==> src/rtl/wb_write_queue.sv <==
// Writeback queue feeding the register-file write port. It buffers register writes in a small FIFO and drains one per cycle.
// Define WB_FORWARD_EN to forward pending write data onto the read path.
module wb_write_queue #(
  parameter int DATA_WIDTH = 32,
  parameter int REG_DEPTH  = 32,
  parameter int ADDR_WIDTH = $clog2(REG_DEPTH),
  parameter int RD_DEPTH   = 2,
  parameter int FIFO_DEPTH = 4
) (
  input  logic                           clk,
  input  logic                           rst,
  input  logic                           in_valid,
  output logic                           in_ready,
  input  logic [ADDR_WIDTH-1:0]          in_addr,
  input  logic [DATA_WIDTH-1:0]          in_data,
  input  logic                           hold,
  output logic                           wr,
  output logic [ADDR_WIDTH-1:0]          rw,
  output logic [DATA_WIDTH-1:0]          d,
  input  logic [ADDR_WIDTH*RD_DEPTH-1:0] rr,
  input  logic [DATA_WIDTH*RD_DEPTH-1:0] rf_q,
  output logic [DATA_WIDTH*RD_DEPTH-1:0] q,
  output logic [$clog2(FIFO_DEPTH):0]    level
);

  localparam int PTR_W = $clog2(FIFO_DEPTH);
  localparam int LVL_W = PTR_W + 1;

  logic [ADDR_WIDTH-1:0] addr_mem [FIFO_DEPTH];
  logic [DATA_WIDTH-1:0] data_mem [FIFO_DEPTH];

  logic [PTR_W-1:0]      rd_ptr_q, rd_ptr_d;
  logic [PTR_W-1:0]      wr_ptr_q, wr_ptr_d;
  logic [LVL_W-1:0]      level_q, level_d;
  logic                  wr_q, wr_d;
  logic [ADDR_WIDTH-1:0] rw_q, rw_d;
  logic [DATA_WIDTH-1:0] d_q, d_d;

  logic push, store, pop;

  // in_ready is gated by reset directly so it drops the moment reset asserts.
  assign in_ready = rst && (level_q < LVL_W'(FIFO_DEPTH));
  assign wr       = wr_q;
  assign rw       = rw_q;
  assign d        = d_q;
  assign level    = level_q;

  always_comb begin
    push     = in_valid && in_ready;
    store    = push && (in_addr != '0);
    pop      = !hold && (level_q != '0);
    rd_ptr_d = rd_ptr_q;
    wr_ptr_d = wr_ptr_q;
    wr_d     = 1'b0;
    rw_d     = rw_q;
    d_d      = d_q;
    if (store) begin
      wr_ptr_d = wr_ptr_q + 1'b1;
    end
    if (pop) begin
      rd_ptr_d = rd_ptr_q + 1'b1;
      wr_d     = 1'b1;
      rw_d     = addr_mem[rd_ptr_q];
      d_d      = data_mem[rd_ptr_q];
    end
    level_d = level_q + LVL_W'(store) - LVL_W'(pop);
  end

  always_ff @(posedge clk or negedge rst) begin
    if (!rst) begin
      rd_ptr_q <= '0;
      wr_ptr_q <= '0;
      level_q  <= '0;
      wr_q     <= 1'b0;
      rw_q     <= '0;
      d_q      <= '0;
    end else begin
      rd_ptr_q <= rd_ptr_d;
      wr_ptr_q <= wr_ptr_d;
      level_q  <= level_d;
      wr_q     <= wr_d;
      rw_q     <= rw_d;
      d_q      <= d_d;
    end
  end

  always_ff @(posedge clk) begin
    if (store) begin
      addr_mem[wr_ptr_q] <= in_addr;
      data_mem[wr_ptr_q] <= in_data;
    end
  end

`ifdef WB_FORWARD_EN
  logic [ADDR_WIDTH-1:0] rd_addr;
  logic [DATA_WIDTH-1:0] fwd;
  logic [PTR_W-1:0]      idx;

  // Entries are scanned oldest to youngest so the last match (youngest) wins.
  always_comb begin
    q       = rf_q;
    rd_addr = '0;
    fwd     = '0;
    idx     = '0;
    for (int unsigned i = 0; i < RD_DEPTH; i++) begin
      rd_addr = rr[i*ADDR_WIDTH +: ADDR_WIDTH];
      fwd     = rf_q[i*DATA_WIDTH +: DATA_WIDTH];
      if (wr_q && (rw_q == rd_addr)) begin
        fwd = d_q;
      end
      for (int unsigned k = 0; k < FIFO_DEPTH; k++) begin
        idx = rd_ptr_q + PTR_W'(k);
        if ((rd_addr != '0) && (LVL_W'(k) < level_q) && (addr_mem[idx] == rd_addr)) begin
          fwd = data_mem[idx];
        end
      end
      q[i*DATA_WIDTH +: DATA_WIDTH] = fwd;
    end
  end
`else
  logic unused_rr;
  assign unused_rr = ^rr;
  assign q         = rf_q;
`endif

endmodule
==> config.mk <==
export PLATFORM = sky130hd
export DESIGN_NAME = wb_write_queue
export DESIGN_NICKNAME = d
export VERILOG_FILES = /design/src/rtl/wb_write_queue.sv
export SDC_FILE = /design/constraint.sdc
export NUM_CORES = 1
export LEC_CHECK = 0
export BUFFER_PORTS_ARGS = -buffer_cell sky130_fd_sc_hd__buf_2
export CAP_MARGIN = 20
export CORE_ASPECT_RATIO = 0.8
export CORE_UTILIZATION = 40
export CTS_CLUSTER_DIAMETER = 40
export CTS_CLUSTER_SIZE = 25
export DETAILED_ROUTE_END_ITERATION = 8
export PLACE_DENSITY = 0.76
export SLEW_MARGIN = 30
export SYNTH_ARGS = -nofsm -noshare
export SYNTH_HDL_FRONTEND = slang
export SYNTH_SLANG_ARGS = --single-unit
export TNS_END_PERCENT = 5
==> constraint.sdc <==
create_clock -name clk -period 2.45 [get_ports clk]
set_clock_uncertainty 0.05 [all_clocks]
set_input_delay 0.49 -clock clk [delete_from_list [all_inputs] [get_ports clk]]
set_output_delay 0.49 -clock clk [all_outputs]
set_load 0.02 [all_outputs]
==> flow_metrics.py, run 1 <==
metrics = {
    "critical_path": {
        "critical_path_depth": 10,
        "path_max_fanout": 5,
        "cp-end-kind": "flop",
        "crit_required_ps": 2740,
        "path_cells": "buf_2 > or4_1 > o211a_4 > inv_1 > ha_1 > inv_1 > ha_1 > fa_1 > xnor2_1 > xnor2_1",
        "reg2reg_depth": 9,
        "slowest_delay_ps": 550,
        "crit_type": "input pin to flop",
        "cp_top_family": "adder cells",
        "cp.arrival_ps": 2550,
        "cp_num_buf_inv": 3,
        "startpoint_type": "input pin",
        "crit_slowest_cell": "or4_1",
    },
    "synth": {
        "synth_area_um2": 7620,
        "ys_ff_latch": 193,
        "ys_seq_area_frac": 0.731,
        "synthFlopType": "edfxtp_1",
        "synth-edff-count": 148,
        "yosys_warnings": 0,
        "post_synth.cell_area_avg_um2": 20.5,
        "yosysUniqueCellTypes": 22,
        "synthCells": 372,
        "postSynth.asyncResetShare": 0.233,
        "syn-num-nets": 494,
        "synth.top_cell.area_share": 0.583,
        "synth_area_leaders": "edfxtp_1 (58%), dfrtp_1 (15%), mux4_2 (11%)",
        "synth_largest_area_cell": "edfxtp_1",
    },
    "cells_and_area": {
        "area_growth_pct": 13.1,
        "final-seq-area_um2": 5570,
        "nets": 535,
        "drive_above_1_share": 0.500,
        "final_common_cell": "edfxtp_1",
        "final_area_um2": 8610,
        "multiInputGateArea_um2": 1490,
        "layout_common_cells": "edfxtp_1 (148), buf_2 (82), dfrtp_1 (43)",
        "fillers": 1550,
    },
    "flow_run": {
        "maxCapViolCount": 0,
    },
    "pwr": {
        "p_leak_nw": 3.08,
        "vdd_drop_max_v": 0.000585,
        "power_density_nw_per_um2": 1150,
    },
    "detailed_routing": {
        "route.detailed.drc": 0,
        "routedWlPerCell_um": 20.3,
        "antenna_left": 0,
        "vias_per_cell": 4.93,
        "dr.pass1.iters": 4,
        "first_iter_violations": 203,
        "drt_wl_total_um": 13900,
        "num_vias": 3359,
    },
    "sta": {
        "setup_violations": 0,
        "fmax_mhz": 442,
        "hold_viol": 0,
        "final_max_slew_viol_count": 0,
        "setup_ws_ps": 187,
        "max_slew_margin": 0.525,
        "period_minus_slack_ps": 2260,
        "rsz0062_at_grt": "false",
        "tightest_slew_ps": 713,
        "post-route-period-util": 0.923,
        "finalSetupTns_ps": 0,
        "finalHoldWorstSlack_ps": 185,
    },
    "grt": {
        "antenna_found_initial": 2,
        "grt_pass1_vias": 3640,
        "gr-total-overflow": 0,
        "grt_pass1_wl_um": 20900,
        "grt_max_degree": 46,
        "grtUsageTotal": 0.148,
    },
    "placed_design": {
        "gp_congestion": 0.672,
        "place_ws_ps": -238,
        "placed_area_um2": 8030,
        "port_buffers": 82,
        "hpwl_um": 8820,
    },
    "floorplan": {
        "dieArea_um2": 19600,
        "coreArea_um2": 18400,
        "num_rows": 44,
        "initial_utilization": 0.414,
        "die_x_um": 156,
        "die_h_um": 125,
        "io_pins": 221,
    },
    "clock_network": {
        "post_cts_resized": 0,
        "numCtsBuffers": 17,
        "clk_path_buf_depth": 2,
        "cts.sinks": 193,
        "insertion_delay_ps": 420,
        "htree_levels": 4,
        "cts_hold_repair.buffers": 0,
        "cts_tree": "done",
        "clk_pin_slew_ps": 70,
        "postCtsSetupRepairBufs": 0,
        "root_buffer": "clkbuf_16",
    },
    "worst_hold_path": {
        "hp-class": "input pin to asynchronous set/reset pin",
    },
    "status": {
        "status": "completed",
    },
}
[cells in the mapped netlist (all sizes together), types with 2 or more instances]
library cell,instances
and2,4
buf,75
dfrtp,45
edfxtp,148
ha,6
inv,6
mux2,38
mux4,37
xnor2,3
xor2,2
[per-layer routing]
layer / vias to the layer above / share of wire / GRT usage
met5: - / 0 / 0
met4: 0 / 0.025 / 0.0652
met3: 44 / 0.080 / 0.0541
met2: 128 / 0.51 / 0.240
met1: 1736 / 0.39 / 0.177
li1: 1451 / - / -
[registers in the layout, indices dropped and copies added, names as in the netlist]
| register | flops |
|---|---|
| rw | 5 |
| rd_ptr_q | 2 |
| d | 32 |
| wr_ptr_q | 2 |
| level | 3 |
| addr_mem | 20 |
| data_mem | 128 |
| wr | 1 |
[power breakdown]
part / leakage, nW / internal [mW] / switching (mW)
Sequential: 1.86 / 4.11 / 0.331
Clock: 0.281 / 1.44 / 1.26
Combinational: 0.940 / 1.34 / 1.39
Total: 3.08 / 6.89 / 2.98
[cells by family after synthesis]
kind of cell             count (synthesis)  synth area share
multiplexers                            75             0.166
AO/OA/AOI/OAI                            1           0.00230
XOR/XNOR                                 5           0.00575
flip-flops                             193             0.731
AND/OR/NAND/NOR                          9           0.00723
buffers and inverters                   82            0.0751
adder cells (fa/ha/maj)                  7            0.0125
[worst reg2reg max path: stages (launching register included)]
cell and delay [ps]:
dfrtp_1 430, nor2b_1 210, o211a_4 190, inv_1 40, ha_1 260, inv_1 40
ha_1 180, fa_1 380, xnor2_1 200, xnor2_1 150
[path summary, 6_finish.rpt]
| kind | from | endpoint | slack (ps) |
|---|---|---|---|
| worst max-delay path | in_addr[0] | level[2] | 190 |
| worst min-delay path | rst | d[17] | 190 |
| worst max register to register | level[2] | level[2] | 240 |
| worst min register to register | d[23] | d[23] | 450 |
| max in group asynchronous | rst | rd_ptr_q[1] | 1680 |
| min in group clk | in_data[23] | data_mem[3][23] | 230 |
[area by class of cell]
| class | count | area share |
|---|---|---|
| Timing Repair Buffer | 98 | 0.0732 |
| Clock inverter | 15 | 0.0174 |
| Sequential cell | 193 | 0.647 |
| Tap cell | 253 | 0.0367 |
| Antenna cell | 3 | 0.000871 |
| Inverter | 6 | 0.00261 |
| Clock buffer | 17 | 0.0494 |
| Multi-Input combinational cell | 97 | 0.173 |
[per-stage QoR]
stage	instances	utilization	power (mW)
2_1_floorplan	372	-	6.54
3_3_place_gp	647	0.437	7.21
3_5_place_dp	647	0.437	7.32
4_1_cts	679	0.468	10.0
5_1_grt	679	0.468	10.4
6_report	682	0.468	9.87
No activity file was read; power rests on OpenSTA's default activity.
==> run 2, diff against run 1 <==
--- a/constraint.sdc
+++ b/constraint.sdc
@@ -3,3 +3,3 @@
 set_input_delay 0.49 -clock clk [delete_from_list [all_inputs] [get_ports clk]]
 set_output_delay 0.49 -clock clk [all_outputs]
-set_load 0.02 [all_outputs]
+set_load 0.005 [all_outputs]
==> run 2 against run 1 <==
Net effect: fmax rose by 3.8%; critical path depth stayed put; design area shrank 0.30%; sequential power rose by 2%; clock-buffer cell count rose by 2; register-to-register slack improved by 80 ps; non-clock buffer count down 1.
==> flow_metrics.py, run 2 (same netlist as run 1, synthesis figures left out) <==
metrics = {
    "detailed_routing": {
        "route.detailed.drc": 0,
        "num_vias": 3439,
        "vias_per_cell": 5.06,
        "dr.pass1.iters": 4,
        "antenna_left": 0,
        "drt_wl_total_um": 14300,
        "routedWlPerCell_um": 21.0,
        "first_iter_violations": 185,
    },
    "critical_path": {
        "cp-end-kind": "flop",
        "crit_slowest_cell": "or4_1",
        "crit_type": "input pin to flop",
        "crit_required_ps": 2750,
        "cp_num_buf_inv": 3,
        "path_cells": "buf_2 > or4_1 > o211a_4 > inv_1 > ha_1 > inv_1 > ha_1 > fa_2 > xnor2_1 > xnor2_1",
        "cp_top_family": "adder cells",
        "slowest_delay_ps": 550,
        "startpoint_type": "input pin",
        "path_max_fanout": 5,
        "cp.arrival_ps": 2480,
    },
    "grt": {
        "grt_pass1_wl_um": 22100,
        "antenna_found_initial": 4,
        "grt_max_degree": 46,
        "gr-total-overflow": 0,
        "grtUsageTotal": 0.157,
        "grt_pass1_vias": 3852,
    },
    "flow_run": {
        "maxCapViolCount": 0,
    },
    "cells_and_area": {
        "final-seq-area_um2": 5570,
        "nets": 534,
        "area_growth_pct": 12.7,
        "multiInputGateArea_um2": 1490,
        "layout_common_cells": "edfxtp_1 (148), buf_2 (82), dfrtp_1 (43)",
        "top_register": "data_mem",
        "fillers": 1562,
        "final_area_um2": 8590,
        "largest_reg_flops": 128,
        "drive_above_1_share": 0.499,
        "final_common_cell": "edfxtp_1",
    },
    "floorplan": {
        "num_rows": 44,
        "coreArea_um2": 18400,
        "dieArea_um2": 19600,
        "die_x_um": 156,
        "die_h_um": 125,
        "initial_utilization": 0.414,
        "io_pins": 221,
    },
    "clock_network": {
        "clk_path_buf_depth": 2,
        "clk_pin_slew_ps": 70,
        "htree_levels": 4,
        "cts_hold_repair.buffers": 0,
        "postCtsSetupRepairBufs": 0,
        "post_cts_resized": 0,
        "root_buffer": "clkbuf_16",
        "cts_tree": "done",
        "insertion_delay_ps": 430,
        "numCtsBuffers": 17,
        "cts.sinks": 193,
    },
    "placed_design": {
        "port_buffers": 82,
        "place_ws_ps": -170,
        "hpwl_um": 9210,
        "gp_congestion": 0.711,
        "placed_area_um2": 8010,
    },
    "pwr": {
        "power_density_nw_per_um2": 1110,
        "p_leak_nw": 3.08,
        "p_total_mw": 9.50,
        "vdd_drop_max_v": 0.000573,
    },
    "sta": {
        "fmax_mhz": 459,
        "rsz0062_at_grt": "false",
        "setup_ws_ps": 270,
        "hold_viol": 0,
        "post-route-period-util": 0.890,
        "final_max_slew_viol_count": 0,
        "tightest_slew_ps": 663,
        "setup_violations": 0,
        "period_minus_slack_ps": 2180,
        "max_slew_margin": 0.558,
    },
    "worst_hold_path": {
        "hp-class": "input pin to asynchronous set/reset pin",
    },
    "status": {
        "status": "completed",
    },
}
-- run 2: stage by stage --
step	utilization	hold WS, ps	std cells	TNS [ps]
after floorplan	-	144	372	0
after global placement	0.436	435	646	-248
after detailed placement	0.436	441	646	-275
after CTS	0.467	213	678	0
after global routing	0.467	212	678	0
final	0.467	172	680	0
-- run 2: final timing paths --
path                       startpoint        endpoint  slack (ps)  cells after the start
max                        in_addr[0]        level[2]         270                     10
min                               rst           d[10]         170                      2
max reg2reg                  level[1]        level[2]         320                      8
min reg2reg                     d[26]           d[26]         450                      1
max in group asynchronous         rst     rd_ptr_q[1]        1670                      2
min in group clk           in_data[2]  data_mem[2][2]         230                      1
-- run 2: layout make-up --
cell class / instances / area share
multi-input cells: 97 / 0.174
well taps: 253 / 0.0369
clock inverters: 13 / 0.0147
inverters: 6 / 0.00262
clock buffers: 19 / 0.0516
repair buffers: 97 / 0.0711
flip-flops and latches: 193 / 0.649
diodes: 2 / 0.000583
-- run 2: routing by layer --
metal / vias up / GRT usage / routed length [µm]
met4: 4 / 0.0715 / 368
li1: 1453 / - / -
met2: 136 / 0.259 / 7200
met3: 45 / 0.0534 / 984
met1: 1801 / 0.185 / 5740
met5: - / 0 / 18
-- run 2: power breakdown --
part	internal, mW	total, mW	switching [mW]
Sequential	4.11	4.52	0.413
Combinational	1.38	2.32	0.939
Clock	1.45	2.66	1.22
Total	6.93	9.50	2.57
